[src/rtl/muldiv_pkg.sv]
// Shared encodings for the iterative multiply/divide unit that owns HI/LO.
package muldiv_pkg;

  localparam int WIDTH = 32;

  typedef enum logic [1:0] {
    OP_MULT  = 2'b00,
    OP_MULTU = 2'b01,
    OP_DIV   = 2'b10,
    OP_DIVU  = 2'b11
  } op_e;

  typedef enum logic [1:0] {
    ST_IDLE = 2'b00,
    ST_CALC = 2'b01,
    ST_FIX  = 2'b10
  } state_e;

endpackage

[src/rtl/muldiv_step.sv]
// One radix-2 iteration on unsigned magnitudes: shift-add multiply or restoring divide.
module muldiv_step #(
  parameter int WIDTH = 32
) (
  input  logic             is_div,
  input  logic [WIDTH-1:0] hi,
  input  logic [WIDTH-1:0] lo,
  input  logic [WIDTH-1:0] b,
  output logic [WIDTH-1:0] hi_nxt,
  output logic [WIDTH-1:0] lo_nxt
);

  logic [WIDTH:0]   sum;
  logic [WIDTH:0]   shifted;
  logic [WIDTH-1:0] rem_sub;
  logic             fits;

  always_comb begin
    sum     = {1'b0, hi} + (lo[0] ? {1'b0, b} : '0);
    shifted = {hi, lo[WIDTH-1]};
    fits    = (shifted >= {1'b0, b});
    // When the trial subtract fits, the true difference is below b, so W bits suffice.
    rem_sub = shifted[WIDTH-1:0] - b;
    if (is_div) begin
      hi_nxt = fits ? rem_sub : shifted[WIDTH-1:0];
      lo_nxt = {lo[WIDTH-2:0], fits};
    end else begin
      hi_nxt = sum[WIDTH:1];
      lo_nxt = {sum[0], lo[WIDTH-1:1]};
    end
  end

endmodule

[src/rtl/muldiv_hilo.sv]
// Multi-cycle mult/multu/div/divu unit with architectural HI/LO and mthi/mtlo access.
module muldiv_hilo
  import muldiv_pkg::*;
#(
  parameter int WIDTH = muldiv_pkg::WIDTH
) (
  input  logic             clock,
  input  logic             reset,
  input  logic             start,
  input  logic [1:0]       op,
  input  logic [WIDTH-1:0] opa,
  input  logic [WIDTH-1:0] opb,
  input  logic             mthi_en,
  input  logic             mtlo_en,
  input  logic [WIDTH-1:0] wdata,
  output logic             busy,
  output logic             done,
  output logic [WIDTH-1:0] hi_out,
  output logic [WIDTH-1:0] lo_out
);

  localparam int CNT_W = $clog2(WIDTH) + 1;

  state_e             state, state_nxt;
  logic [CNT_W-1:0]   cnt;
  logic               accept;
  logic               signed_op;
  logic               op_is_div;
  logic [WIDTH-1:0]   a_mag, b_mag;

  logic               is_div, neg_q, neg_r, div0;
  logic [WIDTH-1:0]   acc_hi, acc_lo, opb_mag, opa_orig;
  logic [WIDTH-1:0]   step_hi, step_lo;

  logic [2*WIDTH-1:0] prod, prod_fix;
  logic [WIDTH-1:0]   quo_fix, rem_fix, fix_hi, fix_lo;

  function automatic logic [WIDTH-1:0] cond_neg(input logic [WIDTH-1:0] x, input logic neg);
    cond_neg = neg ? (~x + 1'b1) : x;
  endfunction

  assign accept    = (state == ST_IDLE) && start;
  assign signed_op = (op == OP_MULT) || (op == OP_DIV);
  assign op_is_div = (op == OP_DIV) || (op == OP_DIVU);
  // Magnitude of the most-negative value wraps to itself, which is correct as unsigned.
  assign a_mag     = cond_neg(opa, signed_op & opa[WIDTH-1]);
  assign b_mag     = cond_neg(opb, signed_op & opb[WIDTH-1]);
  assign busy      = (state != ST_IDLE);

  always_comb begin
    state_nxt = state;
    case (state)
      ST_IDLE: if (start) state_nxt = ST_CALC;
      ST_CALC: if (cnt == '0) state_nxt = ST_FIX;
      ST_FIX:  state_nxt = ST_IDLE;
      default: state_nxt = ST_IDLE;
    endcase
  end

  always_ff @(posedge clock) begin
    if (reset) begin
      state <= ST_IDLE;
      cnt   <= '0;
      done  <= 1'b0;
    end else begin
      state <= state_nxt;
      done  <= (state == ST_FIX);
      if (accept) begin
        cnt <= CNT_W'(WIDTH - 1);
      end else if ((state == ST_CALC) && (cnt != '0)) begin
        cnt <= cnt - 1'b1;
      end
    end
  end

  // Operand latch and iteration state
  always_ff @(posedge clock) begin
    if (accept) begin
      is_div   <= op_is_div;
      neg_q    <= signed_op & (opa[WIDTH-1] ^ opb[WIDTH-1]);
      neg_r    <= signed_op & op_is_div & opa[WIDTH-1];
      div0     <= op_is_div & (opb == '0);
      opa_orig <= opa;
      opb_mag  <= b_mag;
      acc_hi   <= '0;
      acc_lo   <= a_mag;
    end else if (state == ST_CALC) begin
      acc_hi <= step_hi;
      acc_lo <= step_lo;
    end
  end

  muldiv_step #(.WIDTH(WIDTH)) u_step (
    .is_div (is_div),
    .hi     (acc_hi),
    .lo     (acc_lo),
    .b      (opb_mag),
    .hi_nxt (step_hi),
    .lo_nxt (step_lo)
  );

  // Sign correction applied in FIX
  always_comb begin
    prod     = {acc_hi, acc_lo};
    prod_fix = neg_q ? (~prod + 1'b1) : prod;
    quo_fix  = cond_neg(acc_lo, neg_q);
    rem_fix  = cond_neg(acc_hi, neg_r);
    fix_hi   = prod_fix[2*WIDTH-1:WIDTH];
    fix_lo   = prod_fix[WIDTH-1:0];
    if (is_div && div0) begin
      fix_hi = opa_orig;
      fix_lo = '1;
    end else if (is_div) begin
      fix_hi = rem_fix;
      fix_lo = quo_fix;
    end
  end

  always_ff @(posedge clock) begin
    if (reset) begin
      hi_out <= '0;
      lo_out <= '0;
    end else if (state == ST_FIX) begin
      hi_out <= fix_hi;
      lo_out <= fix_lo;
    end else if ((state == ST_IDLE) && !start) begin
      if (mthi_en) hi_out <= wdata;
      if (mtlo_en) lo_out <= wdata;
    end
  end

endmodule

[config.mk]
export PLATFORM = sky130hd
export DESIGN_NAME = muldiv_hilo
export DESIGN_NICKNAME = d
export VERILOG_FILES = /design/src/rtl/muldiv_pkg.sv /design/src/rtl/muldiv_step.sv /design/src/rtl/muldiv_hilo.sv
export SDC_FILE = /design/constraint.sdc
export NUM_CORES = 1
export LEC_CHECK = 0
export ABC_AREA = 1
export CAP_MARGIN = 20
export CORE_MARGIN = 2
export CORE_UTILIZATION = 45
export DETAILED_ROUTE_END_ITERATION = 7
export PLACE_DENSITY = 0.73
export SYNTH_ARGS = -nofsm -noshare
export SYNTH_HDL_FRONTEND = slang
export SYNTH_SLANG_ARGS = --single-unit
[constraint.sdc]
create_clock -name clock -period 4.55 [get_ports clock]
set_input_delay 0.91 -clock clock [delete_from_list [all_inputs] [get_ports clock]]
set_output_delay 0.91 -clock clock [all_outputs]
set_load 0.05 [all_outputs]
==> results.py <==
metrics = {
    "grt": {
        "grt_usage": 0.361,
        "grt_max_degree": 91,
        "use_met1": 0.560,
        "antenna_found_initial": 0,
        "grtUsageMet2": 0.508,
        "grt.overflow.total": 0,
        "grt_most_used_layer": "met1",
        "grt_use_met3": 0.0777,
        "grt_pass1_wl_um": 113000,
        "grt_pass1_vias": 18400,
    },
    "layout": {
        "antennaDiodeCount": 0,
        "final_common_cell": "nand2_1",
        "utilization": 0.533,
        "n_fill_cell": 4000,
        "most-common-layout-cells": "791 x nand2_1, 382 x nor2_1, 347 x inv_1",
        "layout.nets": 3188,
        "area_delta_synth_final_pct": 16.8,
        "drive_gt1_frac": 0.0409,
        "finalInstanceArea_um2": 20700,
    },
    "critical_path": {
        "r2r-start": "opb_mag[28]$_DFFE_PP_",
        "r2r-end": "acc_lo[0]$_DFFE_PP_",
        "timing.reg2reg.setup_slack_ns": 1.33,
        "cp_common_cell": "a21oi_1",
        "critPathRequiredTime_ns": 4.81,
        "path_cells": "inv_1 > ha_1 > a21oi_1 > nand2_1 > a21oi_1 > nand2_2 > a21oi_4 > nand2_8 > nor2_4 > o22ai_1",
        "crit_fanout": 20,
        "crit_path_start": "opb_mag[28]$_DFFE_PP_",
        "path_depth": 10,
        "r2r_cells": 10,
        "crit_family": "simple AND/OR/NAND/NOR gates",
        "crit_arrival_ns": 3.48,
        "end_kind": "flop",
        "cp_slowest_stage_delay_ns": 0.60,
        "path_buf_inv": 1,
        "slowest_stage": "edfxtp_1",
        "startpoint_type": "flop",
        "worstSetupEndpoint": "acc_lo[0]$_DFFE_PP_",
        "critPathKind": "reg2reg",
    },
    "routing": {
        "ant_nets": 0,
        "drt_iter0_drc": 2517,
        "vias_per_cell": 5.73,
        "num_vias": 20300,
        "wl_um": 75800,
        "drc": 0,
        "drtPass1Iterations": 6,
        "avgRoutedWirePerCell_um": 21.4,
    },
    "timing": {
        "fin_crit_sh": 0.708,
        "slew_headroom": 0.332,
        "max_freq_ghz": 0.310,
        "worstMarginPinSlew_ns": 1.00,
        "hold_viol": 0,
        "min_period_ns": 3.22,
        "tns_ns": 0,
        "finalSetupViolations": 0,
        "rsz0062_at_grt": "false",
        "holdWs_ns": 0.456,
        "final-max-slew-violation-count": 0,
        "finClkSkew_ns": 0.00944,
    },
    "logic_synthesis": {
        "synth_nets": 3066,
        "avgSynthCellArea_um2": 6.12,
        "synthSimpleGateAreaFrac": 0.350,
        "ys_warn_count": 0,
        "ys_seq_area_frac": 0.289,
        "synth_compound_gate_area_share": 0.182,
        "yosysTopAreaCellShare": 0.170,
        "postSynthRegisterBits": 205,
        "dominantRegCellSynth": "dfxtp_1",
        "synth_edf_count": 100,
        "ys_async_sr_fraction": 0,
        "syn_area_um2": 17700,
        "synth_area_leaders": "edfxtp_1 17%, nand2_1 17%, dfxtp_1 12%, nor2_1 8.1%, o21ai_0 8.0%",
        "synth_cell_types": 48,
        "yosysTopAreaCell": "edfxtp_1",
        "syn_inst": 2892,
        "synth_adder_area_share": 0.0511,
        "muxShareOfSynthArea": 0,
        "synth_xor_xnor_area_share": 0.0307,
        "synth_top_family_by_area": "simple AND/OR/NAND/NOR gates",
    },
    "cts": {
        "clock_latency_ns": 0.55,
        "cts-root-buf": "clkbuf_16",
        "holdBufCountCts": 0,
        "cts_made_buffers": 25,
        "cts.sinks": 205,
        "cts_tree": "yes",
        "post_cts_resized": 0,
        "cts_max_level": 1,
        "cts_buffer_depth": 3,
        "path_clk_slew_ns": 0.06,
        "post_cts_buffers": 0,
    },
    "floorplanning": {
        "core_area_um2": 38700,
        "start_util": 0.457,
        "die_area_um2": 40900,
        "dieHeight_um": 202,
        "die_x_um": 202,
        "fp-row-count": 72,
        "pin_count": 169,
    },
    "pwr": {
        "power_w": 0.00851,
        "pwr_density_cell_nw_per_um2": 412,
        "vdd_drop_max_v": 0.000275,
        "p_leak_nw": 9.68,
    },
    "place": {
        "io_buffers": 168,
        "place.gp.congestion": 1.05,
        "place_area_um2": 19800,
        "place_hpwl_um": 60200,
    },
    "min_path": {
        "min-delay-start": "cnt[5]$_SDFFE_PP0P_",
        "hold_class": "reg2reg",
    },
    "run": {
        "cap_violations": 0,
    },
    "outcome": {
        "status": "complete, no violations",
    },
}
[registers in the layout (all words and copies together) (netlist names)]
signal and cells:
acc_hi 32, acc_lo 32, hi_out 32, lo_out 32, opa_orig 32, opb_mag 32
cnt 6, state 2, div0 1, done 1, is_div 1, neg_q 1
neg_r 1
[metrics by stage]
stage | setup WS [ns] | cells
6_report | 1.33 | 3549
5_1_grt | 1.19 | 3549
4_1_cts | 1.26 | 3548
3_5_place_dp | 1.18 | 3504
3_3_place_gp | 1.21 | 3503
2_1_floorplan | 0.672 | 2892
[power breakdown]
part	switching (W)	internal [W]	leakage [nW]
combinational	0.00274	0.00121	7.45
clock	0.000843	0.00113	0.388
sequential	0.000364	0.00221	1.85
total	0.00395	0.00456	9.68
[cells in the mapped netlist (all sizes together) (9+ instances only)]
cell type	instances
a21oi	250
a31oi	12
buf	16
clkbuf	81
dfxtp	105
edfxtp	100
ha	69
inv	353
nand2	803
nand3	183
nand3b	12
nand4	43
nor2	395
nor3	35
o21ai	303
o21bai	9
o31ai	10
or2	14
xnor2	28
xor2	34
[layout make-up]
cell class,instances,area [um^2],area share
clock buffers,28,647,0.0313
clock inverters,16,143,0.00690
inverters,356,1340,0.0647
multi-input cells,2234,10900,0.526
flip-flops and latches,205,5100,0.247
well taps,518,648,0.0314
repair buffers,192,1910,0.0926
[metal layers]
| metal | routed length, um | vias up |
|---|---|---|
| met4 | 1430 | 0 |
| met1 | 35800 | 9506 |
| met3 | 8170 | 86 |
| li1 | - | 9728 |
| met2 | 30400 | 1015 |
| met5 | 0 | - |
[cell families (layout without fill, tap and decap cells)]
family          after synthesis  count (layout)
xor+xnor                     62              62
fa+ha+maj                    71              71
flops                       205             205
buf+inv                     453             592
simple gates               1494            1494
compound gates              607             607
[worst register-to-register path: cells and delay by family, from the launching register on]
kind                     cells  cell delay, ns
AO/OA/AOI/OAI                4            0.87
flip-flops                   1            0.60
buffers and inverters        1            0.10
adder cells (fa/ha/maj)      1            0.37
AND/OR/NAND/NOR              4            1.00
[how the worst min path moves through the flow]
| stage | endpoint | slack (ns) | depth (start not counted) |
|---|---|---|---|
| floorplan | cnt[5]$_SDFFE_PP0P_ | 0.41 | 1 |
| global placement | cnt[5]$_SDFFE_PP0P_ | 0.43 | 1 |
| detailed placement | cnt[5]$_SDFFE_PP0P_ | 0.45 | 1 |
| CTS | cnt[5]$_SDFFE_PP0P_ | 0.46 | 1 |
| global route | cnt[5]$_SDFFE_PP0P_ | 0.47 | 1 |
| finish | cnt[5]$_SDFFE_PP0P_ | 0.46 | 1 |
Note: power is estimated with default switching activity, not from simulation.
